**config.mk**
```make
export PLATFORM = sky130hd
export DESIGN_NAME = alu_seq_ctrl
export DESIGN_NICKNAME = d
export VERILOG_FILES = /design/src/rtl/alu_ctrl_pkg.sv /design/src/rtl/muldiv_iter.sv /design/src/rtl/alu_seq_ctrl.sv
export SDC_FILE = /design/constraint.sdc
export NUM_CORES = 1
export LEC_CHECK = 0
export BUFFER_PORTS_ARGS = -buffer_cell sky130_fd_sc_hd__clkbuf_2
export CORE_MARGIN = 3
export CORE_UTILIZATION = 59
export CTS_CLUSTER_DIAMETER = 30
export DETAILED_ROUTE_END_ITERATION = 16
export GPL_TIMING_DRIVEN = 0
export PLACE_DENSITY = 0.81
export SETUP_SLACK_MARGIN = 0.5
export SLEW_MARGIN = 5
export SYNTH_ARGS = -nofsm -noshare
export SYNTH_HDL_FRONTEND = slang
export SYNTH_SLANG_ARGS = --single-unit
```
**constraint.sdc**
```tcl
create_clock -name clk -period 3.21 [get_ports clk]
set_clock_uncertainty 0.05 [all_clocks]
set_input_delay 0.1605 -clock clk [delete_from_list [all_inputs] [get_ports clk]]
set_output_delay 0.1605 -clock clk [all_outputs]
set_load 0.005 [all_outputs]
```
**src/rtl/alu_ctrl_pkg.sv**
```systemverilog
// rtl/alu_ctrl_pkg.sv - shared encodings for the ALU control decoder and mul/div sequencer
package alu_ctrl_pkg;

  localparam logic [1:0] OP_RTYPE = 2'b00;
  localparam logic [1:0] OP_SUB   = 2'b01;
  localparam logic [1:0] OP_SLT   = 2'b10;
  localparam logic [1:0] OP_ADD   = 2'b11;

  localparam logic [3:0] FN_ADD  = 4'b0000;
  localparam logic [3:0] FN_SUB  = 4'b0001;
  localparam logic [3:0] FN_AND  = 4'b0010;
  localparam logic [3:0] FN_OR   = 4'b0011;
  localparam logic [3:0] FN_SLT  = 4'b0100;
  localparam logic [3:0] FN_MUL  = 4'b0101;
  localparam logic [3:0] FN_DIVU = 4'b0110;
  localparam logic [3:0] FN_REMU = 4'b0111;

  localparam logic [2:0] CNT_ADD = 3'b000;
  localparam logic [2:0] CNT_SUB = 3'b001;
  localparam logic [2:0] CNT_AND = 3'b010;
  localparam logic [2:0] CNT_OR  = 3'b011;
  localparam logic [2:0] CNT_SLT = 3'b100;
  localparam logic [2:0] CNT_MUL = 3'b101;
  localparam logic [2:0] CNT_DIV = 3'b110;
  localparam logic [2:0] CNT_ILL = 3'b111;

  typedef enum logic [1:0] {
    ST_IDLE = 2'b00,
    ST_MUL  = 2'b01,
    ST_DIV  = 2'b10,
    ST_DONE = 2'b11
  } state_t;

endpackage

```
**src/rtl/muldiv_iter.sv**
```systemverilog
// rtl/muldiv_iter.sv - one-bit-per-cycle shift-add multiplier / restoring divider datapath
module muldiv_iter #(
  parameter int WIDTH = 16
) (
  input  logic             clk,
  input  logic             rst,
  input  logic             i_load,
  input  logic             i_is_div,
  input  logic             i_step,
  input  logic [WIDTH-1:0] i_op_a,
  input  logic [WIDTH-1:0] i_op_b,
  output logic             o_last,
  output logic [WIDTH-1:0] o_lo,
  output logic [WIDTH-1:0] o_hi
);

  localparam int CW = $clog2(WIDTH);

  logic [WIDTH-1:0] r_hi;
  logic [WIDTH-1:0] r_lo;
  logic [WIDTH-1:0] r_opb;
  logic [CW-1:0]    r_cnt;
  logic             r_is_div;

  logic [WIDTH:0]   w_sum;
  logic [WIDTH:0]   w_rem_t;
  logic [WIDTH-1:0] w_diff;
  logic             w_ge;
  logic [WIDTH-1:0] w_hi_n;
  logic [WIDTH-1:0] w_lo_n;

  // hi:lo is the product accumulator for mul, remainder:quotient for divide
  always_comb begin
    w_sum   = {1'b0, r_hi} + (r_lo[0] ? {1'b0, r_opb} : '0);
    w_rem_t = {r_hi, r_lo[WIDTH-1]};
    w_ge    = (w_rem_t >= {1'b0, r_opb});
    w_diff  = w_rem_t[WIDTH-1:0] - r_opb;
    if (r_is_div) begin
      w_hi_n = w_ge ? w_diff : w_rem_t[WIDTH-1:0];
      w_lo_n = {r_lo[WIDTH-2:0], w_ge};
    end else begin
      w_hi_n = w_sum[WIDTH:1];
      w_lo_n = {w_sum[0], r_lo[WIDTH-1:1]};
    end
  end

  always_ff @(posedge clk or posedge rst) begin
    if (rst) begin
      r_hi     <= '0;
      r_lo     <= '0;
      r_opb    <= '0;
      r_cnt    <= '0;
      r_is_div <= 1'b0;
    end else if (i_load) begin
      r_hi     <= '0;
      r_lo     <= i_op_a;
      r_opb    <= i_op_b;
      r_cnt    <= '0;
      r_is_div <= i_is_div;
    end else if (i_step) begin
      r_hi  <= w_hi_n;
      r_lo  <= w_lo_n;
      r_cnt <= r_cnt + 1'b1;
    end
  end

  // outputs are the post-step values so the controller can capture them on the final edge
  assign o_last = (r_cnt == CW'(WIDTH - 1));
  assign o_lo   = w_lo_n;
  assign o_hi   = w_hi_n;

endmodule

```
**src/rtl/alu_seq_ctrl.sv**
```systemverilog
// rtl/alu_seq_ctrl.sv - ALU control decoder with sequenced multi-cycle mul/divu/remu unit
module alu_seq_ctrl
  import alu_ctrl_pkg::*;
#(
  parameter int WIDTH  = 16,
  parameter int FUNC_W = 4
) (
  input  logic              clk,
  input  logic              rst,
  input  logic [1:0]        ALUOp,
  input  logic [FUNC_W-1:0] Function,
  input  logic              in_valid,
  input  logic              flush,
  input  logic [WIDTH-1:0]  op_a,
  input  logic [WIDTH-1:0]  op_b,
  output logic [2:0]        ALUcnt,
  output logic              illegal,
  output logic              stall,
  output logic              md_done,
  output logic [WIDTH-1:0]  md_lo,
  output logic [WIDTH-1:0]  md_hi,
  output logic              div_by_zero
);

  state_t           r_state;
  state_t           w_state_nxt;
  logic [WIDTH-1:0] r_md_lo;
  logic [WIDTH-1:0] r_md_hi;
  logic             r_dbz;

  logic             w_md_fn;
  logic             w_is_div;
  logic             w_start;
  logic             w_dbz_start;
  logic             w_busy;
  logic             w_last;
  logic             w_finish;
  logic [WIDTH-1:0] w_res_lo;
  logic [WIDTH-1:0] w_res_hi;

  always_comb begin
    ALUcnt  = CNT_ADD;
    illegal = 1'b0;
    case (ALUOp)
      OP_ADD: ALUcnt = CNT_ADD;
      OP_SUB: ALUcnt = CNT_SUB;
      OP_SLT: ALUcnt = CNT_SLT;
      default: begin
        case (Function)
          FUNC_W'(FN_ADD):  ALUcnt = CNT_ADD;
          FUNC_W'(FN_SUB):  ALUcnt = CNT_SUB;
          FUNC_W'(FN_AND):  ALUcnt = CNT_AND;
          FUNC_W'(FN_OR):   ALUcnt = CNT_OR;
          FUNC_W'(FN_SLT):  ALUcnt = CNT_SLT;
          FUNC_W'(FN_MUL):  ALUcnt = CNT_MUL;
          FUNC_W'(FN_DIVU): ALUcnt = CNT_DIV;
          FUNC_W'(FN_REMU): ALUcnt = CNT_DIV;
          default: begin
            ALUcnt  = CNT_ILL;
            illegal = 1'b1;
          end
        endcase
      end
    endcase
  end

  assign w_md_fn     = (ALUOp == OP_RTYPE) &&
                       ((Function == FUNC_W'(FN_MUL)) || (Function == FUNC_W'(FN_DIVU)) ||
                        (Function == FUNC_W'(FN_REMU)));
  assign w_is_div    = (Function != FUNC_W'(FN_MUL));
  // flush wins over a same-cycle start, so it masks acceptance outright
  assign w_start     = in_valid && w_md_fn && (r_state == ST_IDLE) && !flush;
  assign w_dbz_start = w_start && w_is_div && (op_b == '0);
  assign w_busy      = (r_state == ST_MUL) || (r_state == ST_DIV);
  assign w_finish    = w_busy && w_last && !flush;

  always_comb begin
    w_state_nxt = r_state;
    case (r_state)
      ST_IDLE: begin
        if (w_start) begin
          if (!w_is_div)         w_state_nxt = ST_MUL;
          else if (w_dbz_start)  w_state_nxt = ST_DONE;
          else                   w_state_nxt = ST_DIV;
        end
      end
      ST_MUL, ST_DIV: if (w_last) w_state_nxt = ST_DONE;
      default:        w_state_nxt = ST_IDLE;
    endcase
    if (flush) w_state_nxt = ST_IDLE;
  end

  always_ff @(posedge clk or posedge rst) begin
    if (rst) begin
      r_state <= ST_IDLE;
      r_md_lo <= '0;
      r_md_hi <= '0;
      r_dbz   <= 1'b0;
    end else begin
      r_state <= w_state_nxt;
      if (w_dbz_start) begin
        r_md_lo <= '1;
        r_md_hi <= op_a;
        r_dbz   <= 1'b1;
      end else if (w_finish) begin
        r_md_lo <= w_res_lo;
        r_md_hi <= w_res_hi;
        r_dbz   <= 1'b0;
      end
    end
  end

  muldiv_iter #(.WIDTH(WIDTH)) u_iter (
    .clk      (clk),
    .rst      (rst),
    .i_load   (w_start),
    .i_is_div (w_is_div),
    .i_step   (w_busy),
    .i_op_a   (op_a),
    .i_op_b   (op_b),
    .o_last   (w_last),
    .o_lo     (w_res_lo),
    .o_hi     (w_res_hi)
  );

  assign stall       = w_busy || w_start;
  assign md_done     = (r_state == ST_DONE);
  assign div_by_zero = r_dbz && (r_state == ST_DONE);
  assign md_lo       = r_md_lo;
  assign md_hi       = r_md_hi;

endmodule

```
==> Flow_metrics.wiki, run 1 <==
{| class="wikitable"
! Metric !! Value
|-
| Root cell of the clock tree || sky130_fd_sc_hd__clkbuf_8
|-
| Crit path max-delay cell type || sky130_fd_sc_hd__o32ai_1
|-
| Pin count of the biggest net entering global routing || 56
|-
| Static power due to leakage || roughly 3.6 nW
|-
| Count of boundary I/O pins || 81
|-
| Number of synthesized register bits || between 80 and 90
|-
| Post-synth EDFFs || 0
|-
| Proportion of total power due to net switching || between 40% and 50%
|-
| Total overflow reported by the global router || 0
|-
| Area grow syn2layout || 29.35%
|-
| Status || finished with violations
|-
| Count of port buffers added during placement || 80
|-
| Via-per-instance ratio || 6.738
|-
| Reg2Reg Setup Slack || 0.07 ns
|-
| Detailed placer's ending HPWL || 14430 um
|-
| Period utilization || a little over nine tenths
|-
| Combinational share of power || 69.6%
|-
| Share of flip-flops with an asynchronous set or reset after synthesis || 100.0%
|-
| Antenna diode count || 0
|-
| Part of the total power dissipated in the clock network || a little under a tenth
|-
| Final Hold Violating Endpoints || 1
|-
| Total Wirelength || between 20000 and 25000 um
|-
| Count of max-cap constraint violations || 0
|-
| Time the final worst path needs with I/O delays and setup || approximately 3.1 ns
|-
| Core footprint || 10000 sq um
|-
| Class of the worst hold path || input port to register
|-
| Least-Margin Pin Slew || between 0.7 and 0.8 ns
|-
| Gate count of the mapped netlist || ~720
|-
| Class of the most critical setup path || register to register
|-
| Slew Viols, Final || 0
|-
| Combined buffer and inverter count along the critical path || 1
|-
| Wire length of the first global-routing pass || approximately 33000 um
|-
| Starting utilization of the core area || a little over 60%
|-
| Fraction of the yosys area taken by sequential cells || a little over a third
|-
| Clock tree from TritonCTS || done
|-
| Proportion of layout cells with a drive suffix above 1 || between 20% and 30%
|-
| Crit path DAT || around 3.4 ns
|-
| Antenna viol nets, final || 0
|-
| Net switching component of the power || 0.004749 W
|-
| Startpoint kind of the worst setup timing path || register
|-
| Design Area, Final || ~8000 sq um
|-
| Clock edge transition at the registers on the reported setup and hold paths || 0.10 ns
|-
| Clock sink count || 88
|-
| Pre-antenna DRT Iters || 7
|-
| Global placement routability congestion || 0.9568
|-
| Most repeated library cell on the critical path || sky130_fd_sc_hd__nand2_1
|-
| Setup repair after global routing missed its margin || true
|-
| Flop pwr share || between 20% and 30%
|-
| Routed WL per cell || approximately 22 um
|-
| Violations in the final reports || hold timing
|-
| Depth of the CTS H-tree || 3
|-
| Inserted Clock Buffers || 9
|-
| Summed instance area of the synthesized netlist || around 6200 sq um
|-
| Count of endpoints failing setup in the final report || 0
|-
| Post-Route Utilization || 80.39%
|-
| Worst setup EP type || register
|-
| Violation count after the first detailed-routing iteration || 731
|-
| Min Hold Slack || -0.003291 ns
|-
| Number of distinct standard cells referenced by the synthesized netlist || just under 80
|-
| Synthesized Nets || around 800
|-
| Via Count || 6799
|-
| Nets || approximately 950
|-
| Number of warnings issued by yosys || 0
|-
| Data required time of the critical path || around 3.5 ns
|-
| Pwr Density || between 1000 and 1500 nW/um^2
|-
| Number of global-route vias before repair || around 6500
|-
| Largest stage delay on the critical path || between 0.5 and 0.6 ns
|-
| CP cell instances || ha_1 -> nand2_1 -> nor3_2 -> a31oi_4 -> buf_2 -> o32ai_1 -> nand2_1 -> a311oi_2
|-
| Kind of cell adding the most delay to the critical path || compound AO/OA/AOI/OAI gates
|-
| Overall Global Routing Usage || ~37%
|-
| Initial antenna violation count || 0
|-
| Number of rows created at floorplan || 36
|-
| Placed cell area || 6824 sq um
|-
| Maximum buffer depth of the clock tree || 2
|-
| Clock insertion delay at the later pin of the skew report || 0.38 ns
|-
| Avg Synthesized Cell Area || 8.596 sq um
|-
| Top achievable clock speed || roughly 320 MHz
|-
| Cell-internal power || ~0.0049 W
|-
| Main synth FF type || sky130_fd_sc_hd__dfrtp_1
|-
| DRC errors left || 0
|-
| Largest driver fanout on the critical path || 10
|-
| Peak supply drop || ~0.00073 V
|-
| Horizontal die dimension || between 100 and 150 um
|-
| Die Outline Area || roughly 12000 sq um
|-
| Worst slew margin || between 40% and 50%
|-
| Die height || about 110 um
|}
synthesized netlist by cell type, drive strengths merged (12+ instances only):
| cell | number | area [sq um] |
|---|---|---|
| mux2i | 19 | 190.2 |
| dfrtp | 88 | 2202 |
| buf | 14 | 68.81 |
| or3 | 12 | 77.57 |
| ha | 35 | 437.9 |
| a21oi | 41 | 212.7 |
| and3 | 15 | 95.09 |
| nand2 | 96 | 360.4 |
| inv | 32 | 120.1 |
| nand2b | 13 | 81.33 |
| nand3 | 12 | 60.06 |
| and2 | 18 | 112.6 |
| a211oi | 14 | 110.1 |
| o211ai | 19 | 142.6 |
| o21ai | 79 | 399.1 |
| clkbuf | 30 | 112.6 |
| nor2 | 39 | 153.9 |
| nor3 | 18 | 111.4 |
worst min-delay path, delay by kind of cell:
family                 cells  cell delay (ns)
AND/OR/NAND/NOR            1             0.05
AO/OA/AOI/OAI              1             0.07
buffers and inverters      1             0.11
registers in the layout, summed over array words and instances, names as in the netlist:
name and count:
u_iter.r_is_div 1, md_lo 16, r_state 2, u_iter.r_lo 16, u_iter.r_opb 16, md_hi 16
u_iter.r_cnt 4, u_iter.r_hi 16, r_dbz 1
kinds of logic after synthesis:
group | synth area share (%)
AOI/OAI and AO/OA | 25.71
xor gates and xnor gates | 2.537
adders and majority gates | 7.691
buffers and inverters | 4.852
DFF | 35.43
muxes | 3.241
and+or+nand+nor | 20.54
power by group through the flow:
stage	combinational (W)	sequential, W	clock (W)
6_report	0.00671	0.00204	0.000894
5_1_grt	0.00718	0.00207	0.000923
4_1_cts	0.00594	0.00199	0.000882
3_5_place_dp	0.00513	0.00200	0
3_3_place_gp	0.00495	0.00198	0
2_1_floorplan	0.00384	0.00189	0
final timing paths:
path	startpoint	endpoint	depth (start not counted)
worst max-delay path	u_iter.r_hi[8]	u_iter.r_hi[13]	8
worst min-delay path	op_b[3]	u_iter.r_opb[3]	3
worst max register to register	u_iter.r_hi[8]	u_iter.r_hi[13]	8
worst min register to register	r_dbz	r_dbz	2
max in group asynchronous	rst	u_iter.r_hi[0]	4
min in group asynchronous	rst	r_state[1]	3
stage by stage:
stage / setup TNS [ns] / hold slack, ns / total power, W / instances / setup WS (ns)
6_report: 0 / -0.003291 / 0.009649 / 1009 / 0.07425
5_1_grt: 0 / 0.01896 / 0.01018 / 1009 / 0.04548
4_1_cts: 0 / 0.001880 / 0.008812 / 999 / 0.2393
3_5_place_dp: -1.815 / 0.1550 / 0.007129 / 937 / -0.3466
3_3_place_gp: -25.70 / 0.3307 / 0.006932 / 936 / -0.2873
2_1_floorplan: 0 / 0.2082 / 0.005731 / 723 / 0.5000
cells in the final DEF, fill, tap and decap left out, types with 10 or more instances in the layout:
cell,instances
sky130_fd_sc_hd__nand2_1,93
sky130_fd_sc_hd__o211ai_1,19
sky130_fd_sc_hd__ha_1,23
sky130_fd_sc_hd__xnor2_1,10
sky130_fd_sc_hd__dfrtp_1,83
sky130_fd_sc_hd__clkbuf_1,21
sky130_fd_sc_hd__a21oi_1,35
sky130_fd_sc_hd__nor2_1,37
sky130_fd_sc_hd__mux2i_1,19
sky130_fd_sc_hd__dlygate4sd3_1,27
sky130_fd_sc_hd__buf_4,28
sky130_fd_sc_hd__nor3_1,11
sky130_fd_sc_hd__inv_1,26
sky130_fd_sc_hd__and3_1,13
sky130_fd_sc_hd__nand3_1,11
sky130_fd_sc_hd__and2_1,13
sky130_fd_sc_hd__nand2b_1,13
sky130_fd_sc_hd__clkbuf_2,87
sky130_fd_sc_hd__o21ai_0,69
what timing repair did:
| item | CTS | global route |
|---|---|---|
| pin swaps | 51 | 21 |
| resized for setup | 63 | 50 |
| endpoints found under the hold margin | 63 | 0 |
| endpoints found under the setup margin | 34 | 61 |
| setup buffers | 20 | 10 |
| hold buffers | 27 | 0 |
area by class of cell:
type | count | area (sq um)
Tap cell | 133 | 166.4
Buffer | 44 | 205.2
Multi-Input combinational cell | 559 | 4168
Fill cell | 644 | 1961
Timing Repair Buffer | 138 | 952.2
Sequential cell | 88 | 2208
Inverter | 32 | 122.6
Clock inverter | 6 | 92.59
Clock buffer | 9 | 123.9
layer usage:
layer	wire, um	part of all wire (%)	up-vias	GRT usage, %
li1	-	-	2938	-
met4	1463	6.6	0	21.37
met2	10370	47	527	60.72
met3	2522	11	154	7.697
met1	7787	35	3180	43.93
met5	0	0	-	0
(Power assumes the default switching activity.)
==> inputs of run 2 (changes only) <==
CORE_UTILIZATION = 60   (was 59)
PLACE_DENSITY = 0.82   (was 0.81)
clock period = 3.7 ns   (was 3.21 ns; I/O delays follow)
==> run 2 against run 1 <==
- the run now ends clean
- register-to-register slack better by 0.43 ns
- combinational power down 27%
- sequential share of layout area up 2.8 points
- first-iteration DRC count down 12%
- sequential power down 14%
- critical path depth up 3
- non-clock buffer count down 41
- power down 24%
- sequential cell count unchanged
- cell count down 4.0%
- maximum frequency down 1.9%
- critical path type unchanged
- critical endpoint is now u_iter.r_hi[10]
==> Flow_metrics.wiki, run 2 (same netlist as run 1, synthesis figures left out) <==
{| class="wikitable"
! Metric !! Value
|-
| Total overflow reported by the global router || 0 (unchanged)
|-
| Highest signal layer in the routed design || met4 (unchanged)
|-
| Number of cells traversed by the worst hold path || 3 (unchanged)
|-
| Initial antenna violation count || 0 (unchanged)
|-
| Setup repair after global routing missed its margin || false (was true)
|-
| Number of global-route vias before repair || 6187 (was 6536)
|-
| Wire length of the first global-routing pass || 30920 um (was 33160 um)
|-
| Root cell of the clock tree || sky130_fd_sc_hd__clkbuf_8 (unchanged)
|-
| Violation count after the first detailed-routing iteration || 640 (was 731)
|-
| Clock edge transition at the registers on the reported setup and hold paths || 0.10 ns (about the same)
|-
| Final Hold Violating Endpoints || 0 (was 1)
|-
| Class of the worst hold path || input port to register (unchanged)
|-
| Post-Route Utilization || 73.42% (was 80.39%)
|-
| Count of port buffers added during placement || 80 (unchanged)
|-
| Area grow syn2layout || 17.07% (was 29.35%)
|-
| Worst setup EP type || register (unchanged)
|-
| Proportion of layout cells with a drive suffix above 1 || 19.62% (was 28.31%)
|-
| Antenna viol nets, final || 0 (unchanged)
|-
| Met1 wire length || 7564 um (was 7787 um)
|-
| Total Wirelength || 19770 um (was 22140 um)
|-
| Pwr Density || 1010 nW/um^2 (was 1200 nW/um^2)
|-
| Non-filler instance count after layout || 969 (was 1009)
|-
| Count of max-cap constraint violations || 0 (unchanged)
|-
| Worst slew margin || 51.23% (was 47.89%)
|-
| Period utilization || 86.40% (was 97.69%)
|-
| Global placement routability congestion || 0.9423 (was 0.9568)
|-
| Leading cell type in the layout, fill and taps excluded || sky130_fd_sc_hd__nand2_1 (unchanged)
|-
| Antenna diode count || 0 (unchanged)
|-
| Leading cell types in the layout, fill and taps excluded || 95 x sky130_fd_sc_hd__nand2_1, 87 x sky130_fd_sc_hd__dfrtp_1, 80 x sky130_fd_sc_hd__clkbuf_2 (was 93 x sky130_fd_sc_hd__nand2_1, 87 x sky130_fd_sc_hd__clkbuf_2, 83 x sky130_fd_sc_hd__dfrtp_1)
|-
| Time the final worst path needs with I/O delays and setup || 3.197 ns (was 3.136 ns)
|-
| Overall Global Routing Usage || 34.39% (was 36.59%)
|-
| Peak supply drop || 0.0005492 V (was 0.0007291 V)
|-
| Class of the most critical setup path || register to register (unchanged)
|-
| Top achievable clock speed || 312.8 MHz (was 318.9 MHz)
|-
| Depth of the CTS H-tree || 3 (unchanged)
|-
| Status || completed (was finished with violations)
|-
| Starting utilization of the core area || 62.71% (was 62.15%)
|-
| Via-per-instance ratio || 6.515 (was 6.738)
|-
| Clock insertion delay at the later pin of the skew report || 0.37 ns (was 0.38 ns)
|-
| R2r worst-path depth || 11 (was 8)
|-
| Pre-antenna DRT Iters || 8 (was 7)
|-
| Detailed placer's ending HPWL || 14430 um (about the same)
|-
| Via Count || 6313 (was 6799)
|-
| Maximum buffer depth of the clock tree || 2 (unchanged)
|-
| Largest driver fanout on the critical path || 6 (was 10)
|-
| Die height || 107.8 um (was 108.6 um)
|-
| Crit path DAT || 3.38 ns (about the same)
|-
| Reg-to-reg critical path startpoint || u_iter.r_lo[0] (was u_iter.r_hi[8])
|-
| Worst-case hold path end point || u_iter.r_opb[10] (was u_iter.r_opb[3])
|-
| Slew Viols, Final || 0 (unchanged)
|-
| Reg2Reg Setup Slack || 0.50 ns (was 0.07 ns)
|-
| Least-Margin Pin Slew || 0.7316 ns (was 0.7745 ns)
|-
| Inserted Clock Buffers || 9 (unchanged)
|-
| Clock sink count || 88 (unchanged)
|-
| Number of rows created at floorplan || 36 (unchanged)
|-
| Horizontal die dimension || 107.8 um (was 108.6 um)
|-
| Data required time of the critical path || 3.88 ns (was 3.45 ns)
|-
| Met3 WL || 2048 um (was 2522 um)
|-
| Core footprint || 9910 sq um (was 10000 sq um)
|-
| Startpoint kind of the worst setup timing path || register (unchanged)
|-
| Beginning of the worst hold path || op_b[10] (was op_b[3])
|-
| Post-placement cell count || 937 (unchanged)
|-
| Static power due to leakage || 3.307 nW (was 3.568 nW)
|-
| Count of endpoints failing setup in the final report || 0 (unchanged)
|-
| Routed WL per cell || 20.40 um (was 21.94 um)
|-
| Pin count of the biggest net entering global routing || 54 (was 56)
|-
| Worst flop-to-flop path endpoint || u_iter.r_hi[10] (was u_iter.r_hi[13])
|-
| Die Outline Area || 11620 sq um (was 11800 sq um)
|-
| Length of routed met2 wiring || 9278 um (was 10370 um)
|-
| Count of boundary I/O pins || 81 (unchanged)
|-
| DRC errors left || 0 (unchanged)
|-
| Nets || 910 (was 951)
|-
| Clock tree from TritonCTS || done (unchanged)
|}
## run 2: how the worst max path moves through the flow
stage,start,endpoint
2_1_floorplan,u_iter.r_lo[0],u_iter.r_hi[13]
3_3_place_gp,u_iter.r_lo[0],u_iter.r_hi[13]
3_5_place_dp,u_iter.r_lo[0],u_iter.r_hi[13]
4_1_cts,u_iter.r_lo[0],u_iter.r_hi[11]
5_1_grt,u_iter.r_lo[0],u_iter.r_hi[10]
6_report,u_iter.r_lo[0],u_iter.r_hi[10]
## run 2: what timing repair did
action	CTS	global route
pin swaps	1	9
hold buffers	10	0
gates resized for setup	8	18
setup buffers	2	4
hold endpoints to repair	44	0
endpoints found under the setup margin	16	18
## run 2: stage by stage
step	area [sq um]	worst slack [ns]	setup TNS, ns	total power (W)	hold slack [ns]
global placement	6782	0.007542	0	0.005997	0.3581
floorplan	6215	0.8766	0	0.004955	0.2327
global route	7276	0.4511	0	0.007846	0.002855
CTS	7156	0.5169	0	0.006988	0.00005215
finish	7276	0.5032	0	0.007346	0.001738
detailed placement	6812	-0.1438	-0.3554	0.006178	0.1938
## run 2: area by class of cell
| cell class | count | area (sq um) |
|---|---|---|
| plain buffers | 44 | 188.9 |
| clock buffers | 10 | 137.6 |
| clock inverters | 6 | 66.31 |
| fillers | 765 | 2634 |
| inverters | 32 | 122.6 |
| multi-input cells | 559 | 3817 |
| flip-flops and latches | 88 | 2203 |
| well taps | 133 | 166.4 |
| repair buffers | 97 | 573.1 |
## run 2: metal layers
metal	global-route usage, %	vias to the layer above
met3	7.618	76
li1	-	2859
met2	56.39	395
met5	0	-
met1	43.04	2983
met4	16.23	0
## run 2: where the power goes
part	switching, W	internal (W)	leakage, nW
registers	0.000367	0.00138	1.02
clock network	0.000389	0.000335	0.107
logic	0.00288	0.00200	2.18
## run 2: worst max-delay path, cell delays in order (launching register included)
cell and delay (ns):
sky130_fd_sc_hd__dfrtp_2 0.50, sky130_fd_sc_hd__buf_4 0.18, sky130_fd_sc_hd__and2_1 0.18, sky130_fd_sc_hd__ha_4 0.24, sky130_fd_sc_hd__and3_1 0.17, sky130_fd_sc_hd__a221o_2 0.37
sky130_fd_sc_hd__o211a_4 0.28, sky130_fd_sc_hd__a221oi_4 0.32, sky130_fd_sc_hd__xor2_1 0.21, sky130_fd_sc_hd__nor2_1 0.08, sky130_fd_sc_hd__a311oi_2 0.36, sky130_fd_sc_hd__a211oi_1 0.12
==> inputs of run 3 (changes only) <==
RECOVER_POWER = 50   (was default)
==> run 3 against run 2 <==
- the flow now finishes with violations (hold timing, capacitance limit, slew limit)
- maximum frequency down 0.46%
- die area stayed put
- combinational power is essentially flat
- worst hold slack worse by 0.0096 ns
- sequential power about the same
- power decreased by 0.21%
- design area down 0.64%
- register-to-register slack hardly changed
- clock-buffer cell count is the same
- first-iteration DRC count rose by 15%
==> Flow_metrics.wiki, run 3 (same netlist as run 1, synthesis figures left out) <==
{| class="wikitable"
! Metric !! Value
|-
| Status || finished with violations (was completed)
|-
| Violations in the final reports || hold timing, capacitance limit, slew limit
|-
| Data required time of the critical path || 3.89 ns (was 3.88 ns)
|-
| Count of max-cap constraint violations || 1 (was 0)
|-
| Inserted Clock Buffers || 9 (unchanged)
|-
| Depth of the CTS H-tree || 3 (unchanged)
|-
| Overall Global Routing Usage || 34.39% (unchanged)
|-
| Die Outline Area || 11620 sq um (unchanged)
|-
| Startpoint kind of the worst setup timing path || register (unchanged)
|-
| Routed WL per cell || 20.43 um (was 20.40 um)
|-
| Number of rows created at floorplan || 36 (unchanged)
|-
| Pin count of the biggest net entering global routing || 54 (unchanged)
|-
| Class of the most critical setup path || register to register (unchanged)
|-
| Class of the worst hold path || input port to register (unchanged)
|-
| Worst flop-to-flop path endpoint || u_iter.r_hi[10] (unchanged)
|-
| Number of global-route vias before repair || 6187 (unchanged)
|-
| Largest driver fanout on the critical path || 6 (unchanged)
|-
| Clock insertion delay at the later pin of the skew report || 0.38 ns (was 0.37 ns)
|-
| Clock tree from TritonCTS || done (unchanged)
|-
| Flop pwr share || 23.8% (about the same)
|-
| Root cell of the clock tree || sky130_fd_sc_hd__clkbuf_8 (unchanged)
|-
| Initial antenna violation count || 0 (unchanged)
|-
| Time the final worst path needs with I/O delays and setup || 3.212 ns (was 3.197 ns)
|-
| Via-per-instance ratio || 6.537 (was 6.515)
|-
| Proportion of total power due to net switching || 49.60% (was 49.46%)
|-
| Peak supply drop || 0.0005477 V (was 0.0005492 V)
|-
| Total overflow reported by the global router || 0 (unchanged)
|-
| Final total negative setup slack || 0 ns (unchanged)
|-
| Crit path DAT || 3.40 ns (was 3.38 ns)
|-
| Slew Viols, Final || 37 (was 0)
|-
| Combinational share of power || 66.3% (about the same)
|-
| Beginning of the worst hold path || op_b[10] (unchanged)
|-
| Final Hold Violating Endpoints || 1 (was 0)
|-
| Proportion of layout cells with a drive suffix above 1 || 17.46% (was 19.62%)
|-
| Pwr Density || 1014 nW/um^2 (was 1010 nW/um^2)
|-
| Worst setup EP type || register (unchanged)
|-
| Number of cells traversed by the worst hold path || 3 (unchanged)
|-
| Count of port buffers added during placement || 80 (unchanged)
|-
| Cell-internal power || 0.003694 W (was 0.003712 W)
|-
| DRC errors left || 0 (unchanged)
|-
| Worst-case hold path end point || u_iter.r_opb[10] (unchanged)
|-
| Net switching component of the power || 0.003636 W (was 0.003633 W)
|-
| Via Count || 6334 (was 6313)
|-
| Period utilization || 86.80% (was 86.40%)
|-
| Leading cell type in the layout, fill and taps excluded || sky130_fd_sc_hd__nand2_1 (unchanged)
|-
| Worst slack after detailed placement || -0.1438 ns (unchanged)
|-
| Clock edge transition at the registers on the reported setup and hold paths || 0.11 ns (was 0.10 ns)
|-
| Horizontal die dimension || 107.8 um (unchanged)
|-
| Static power due to leakage || 3.237 nW (was 3.307 nW)
|-
| Least-Margin Pin Slew || 1.639 ns (was 0.7316 ns)
|-
| Wire length of the first global-routing pass || 30920 um (unchanged)
|-
| Pre-antenna DRT Iters || 5 (was 8)
|-
| Starting utilization of the core area || 62.71% (unchanged)
|-
| Core footprint || 9910 sq um (unchanged)
|-
| Violation count after the first detailed-routing iteration || 736 (was 640)
|-
| Reg2Reg Setup Slack || 0.49 ns (was 0.50 ns)
|-
| Min Hold Slack || -0.007907 ns (was 0.001738 ns)
|-
| Antenna diode count || 0 (unchanged)
|-
| Reg-to-reg critical path startpoint || u_iter.r_lo[0] (unchanged)
|-
| Die height || 107.8 um (unchanged)
|-
| Area grow syn2layout || 16.33% (was 17.07%)
|-
| Setup crit start || u_iter.r_lo[0] (unchanged)
|-
| Detailed placer's ending HPWL || 14430 um (unchanged)
|-
| Nets || 910 (unchanged)
|-
| Worst slew margin || -9.894% (was 51.23%)
|-
| Clock sink count || 88 (unchanged)
|-
| Minimum setup slack in the final design || 0.4884 ns (was 0.5032 ns)
|-
| Leading cell types in the layout, fill and taps excluded || 95 x sky130_fd_sc_hd__nand2_1, 87 x sky130_fd_sc_hd__dfrtp_1, 72 x sky130_fd_sc_hd__o21ai_0 (was 95 x sky130_fd_sc_hd__nand2_1, 87 x sky130_fd_sc_hd__dfrtp_1, 80 x sky130_fd_sc_hd__clkbuf_2)
|-
| Maximum buffer depth of the clock tree || 2 (unchanged)
|-
| R2r worst-path depth || 12 (was 11)
|-
| Count of boundary I/O pins || 81 (unchanged)
|-
| Part of the total power dissipated in the clock network || 9.9% (about the same)
|-
| Antenna viol nets, final || 0 (unchanged)
|-
| Setup repair after global routing missed its margin || false (unchanged)
|-
| Top achievable clock speed || 311.4 MHz (was 312.8 MHz)
|-
| Global placement routability congestion || 0.9423 (unchanged)
|-
| Post-Route Utilization || 72.95% (was 73.42%)
|-
| Total Wirelength || 19800 um (was 19770 um)
|-
| Count of endpoints failing setup in the final report || 0 (unchanged)
|}
-- run 3: cell types whose count changed in the layout (fill, tap and decap cells not counted), sizes merged --
cell      change
inv           -1
clkinvlp      +1
-- run 3: worst max-delay path by stage --
stage	slack (ns)	end	cells past startpoint
global placement	0.008	u_iter.r_hi[13]	13
finish	0.49	u_iter.r_hi[10]	12
floorplan	0.88	u_iter.r_hi[13]	13
detailed placement	-0.14	u_iter.r_hi[13]	13
global route	0.45	u_iter.r_lo[0]	4
CTS	0.52	u_iter.r_hi[11]	13
-- run 3: final cells by class --
cell class	instances	area, sq um
Buffer	44	188.9
Clock buffer	10	137.6
Clock inverter	6	66.31
Fill cell	780	2680
Inverter	32	121.4
Multi-Input combinational cell	559	3817
Sequential cell	88	2203
Tap cell	133	166.4
Timing Repair Buffer	97	528.0
-- run 3: timing repair --
action | CTS | global route
endpoints found under the setup margin | 16 | 18
pin swaps | 1 | 9
gates resized for setup | 8 | 18
hold buffers | 10 | 0
endpoints found under the hold margin | 44 | 0
setup buffers | 2 | 4
-- run 3: worst max-delay path, stage by stage (launching register included) --
cell,delay (ns)
sky130_fd_sc_hd__dfrtp_2,0.49
sky130_fd_sc_hd__buf_6,0.16
sky130_fd_sc_hd__nand2_2,0.08
sky130_fd_sc_hd__inv_1,0.04
sky130_fd_sc_hd__ha_1,0.27
sky130_fd_sc_hd__a21o_1,0.19
sky130_fd_sc_hd__a221o_2,0.41
sky130_fd_sc_hd__o211a_4,0.28
sky130_fd_sc_hd__a221oi_4,0.32
sky130_fd_sc_hd__xor2_1,0.21
sky130_fd_sc_hd__nor2_1,0.08
sky130_fd_sc_hd__a311oi_2,0.37
sky130_fd_sc_hd__a211oi_1,0.12
-- run 3: routing by layer --
| metal | wire length [um] | part of all wire (%) | up-vias | track usage [%] |
|---|---|---|---|---|
| met1 | 7509 | 38 | 2982 | 43.04 |
| met3 | 2220 | 11 | 81 | 7.618 |
| met4 | 831 | 4.2 | 0 | 16.23 |
| li1 | - | - | 2863 | - |
| met2 | 9238 | 47 | 408 | 56.39 |
| met5 | 0 | 0 | - | 0 |
-- run 3: power groups by stage --
stage	sequential [W]	combinational (W)	clock [W]
floorplan	0.00164	0.00332	0
global placement	0.00172	0.00428	0
detailed placement	0.00174	0.00444	0
CTS	0.00171	0.00456	0.000717
global route	0.00179	0.00528	0.000761
finish	0.00174	0.00486	0.000725
-- run 3: metrics by stage --
stage / total power, W / area [sq um] / cells
after global placement: 0.005997 / 6782 / 936
after global routing: 0.007824 / 7229 / 969
after detailed placement: 0.006178 / 6812 / 937
after floorplan: 0.004955 / 6215 / 723
final: 0.007330 / 7229 / 969
after CTS: 0.006988 / 7156 / 965
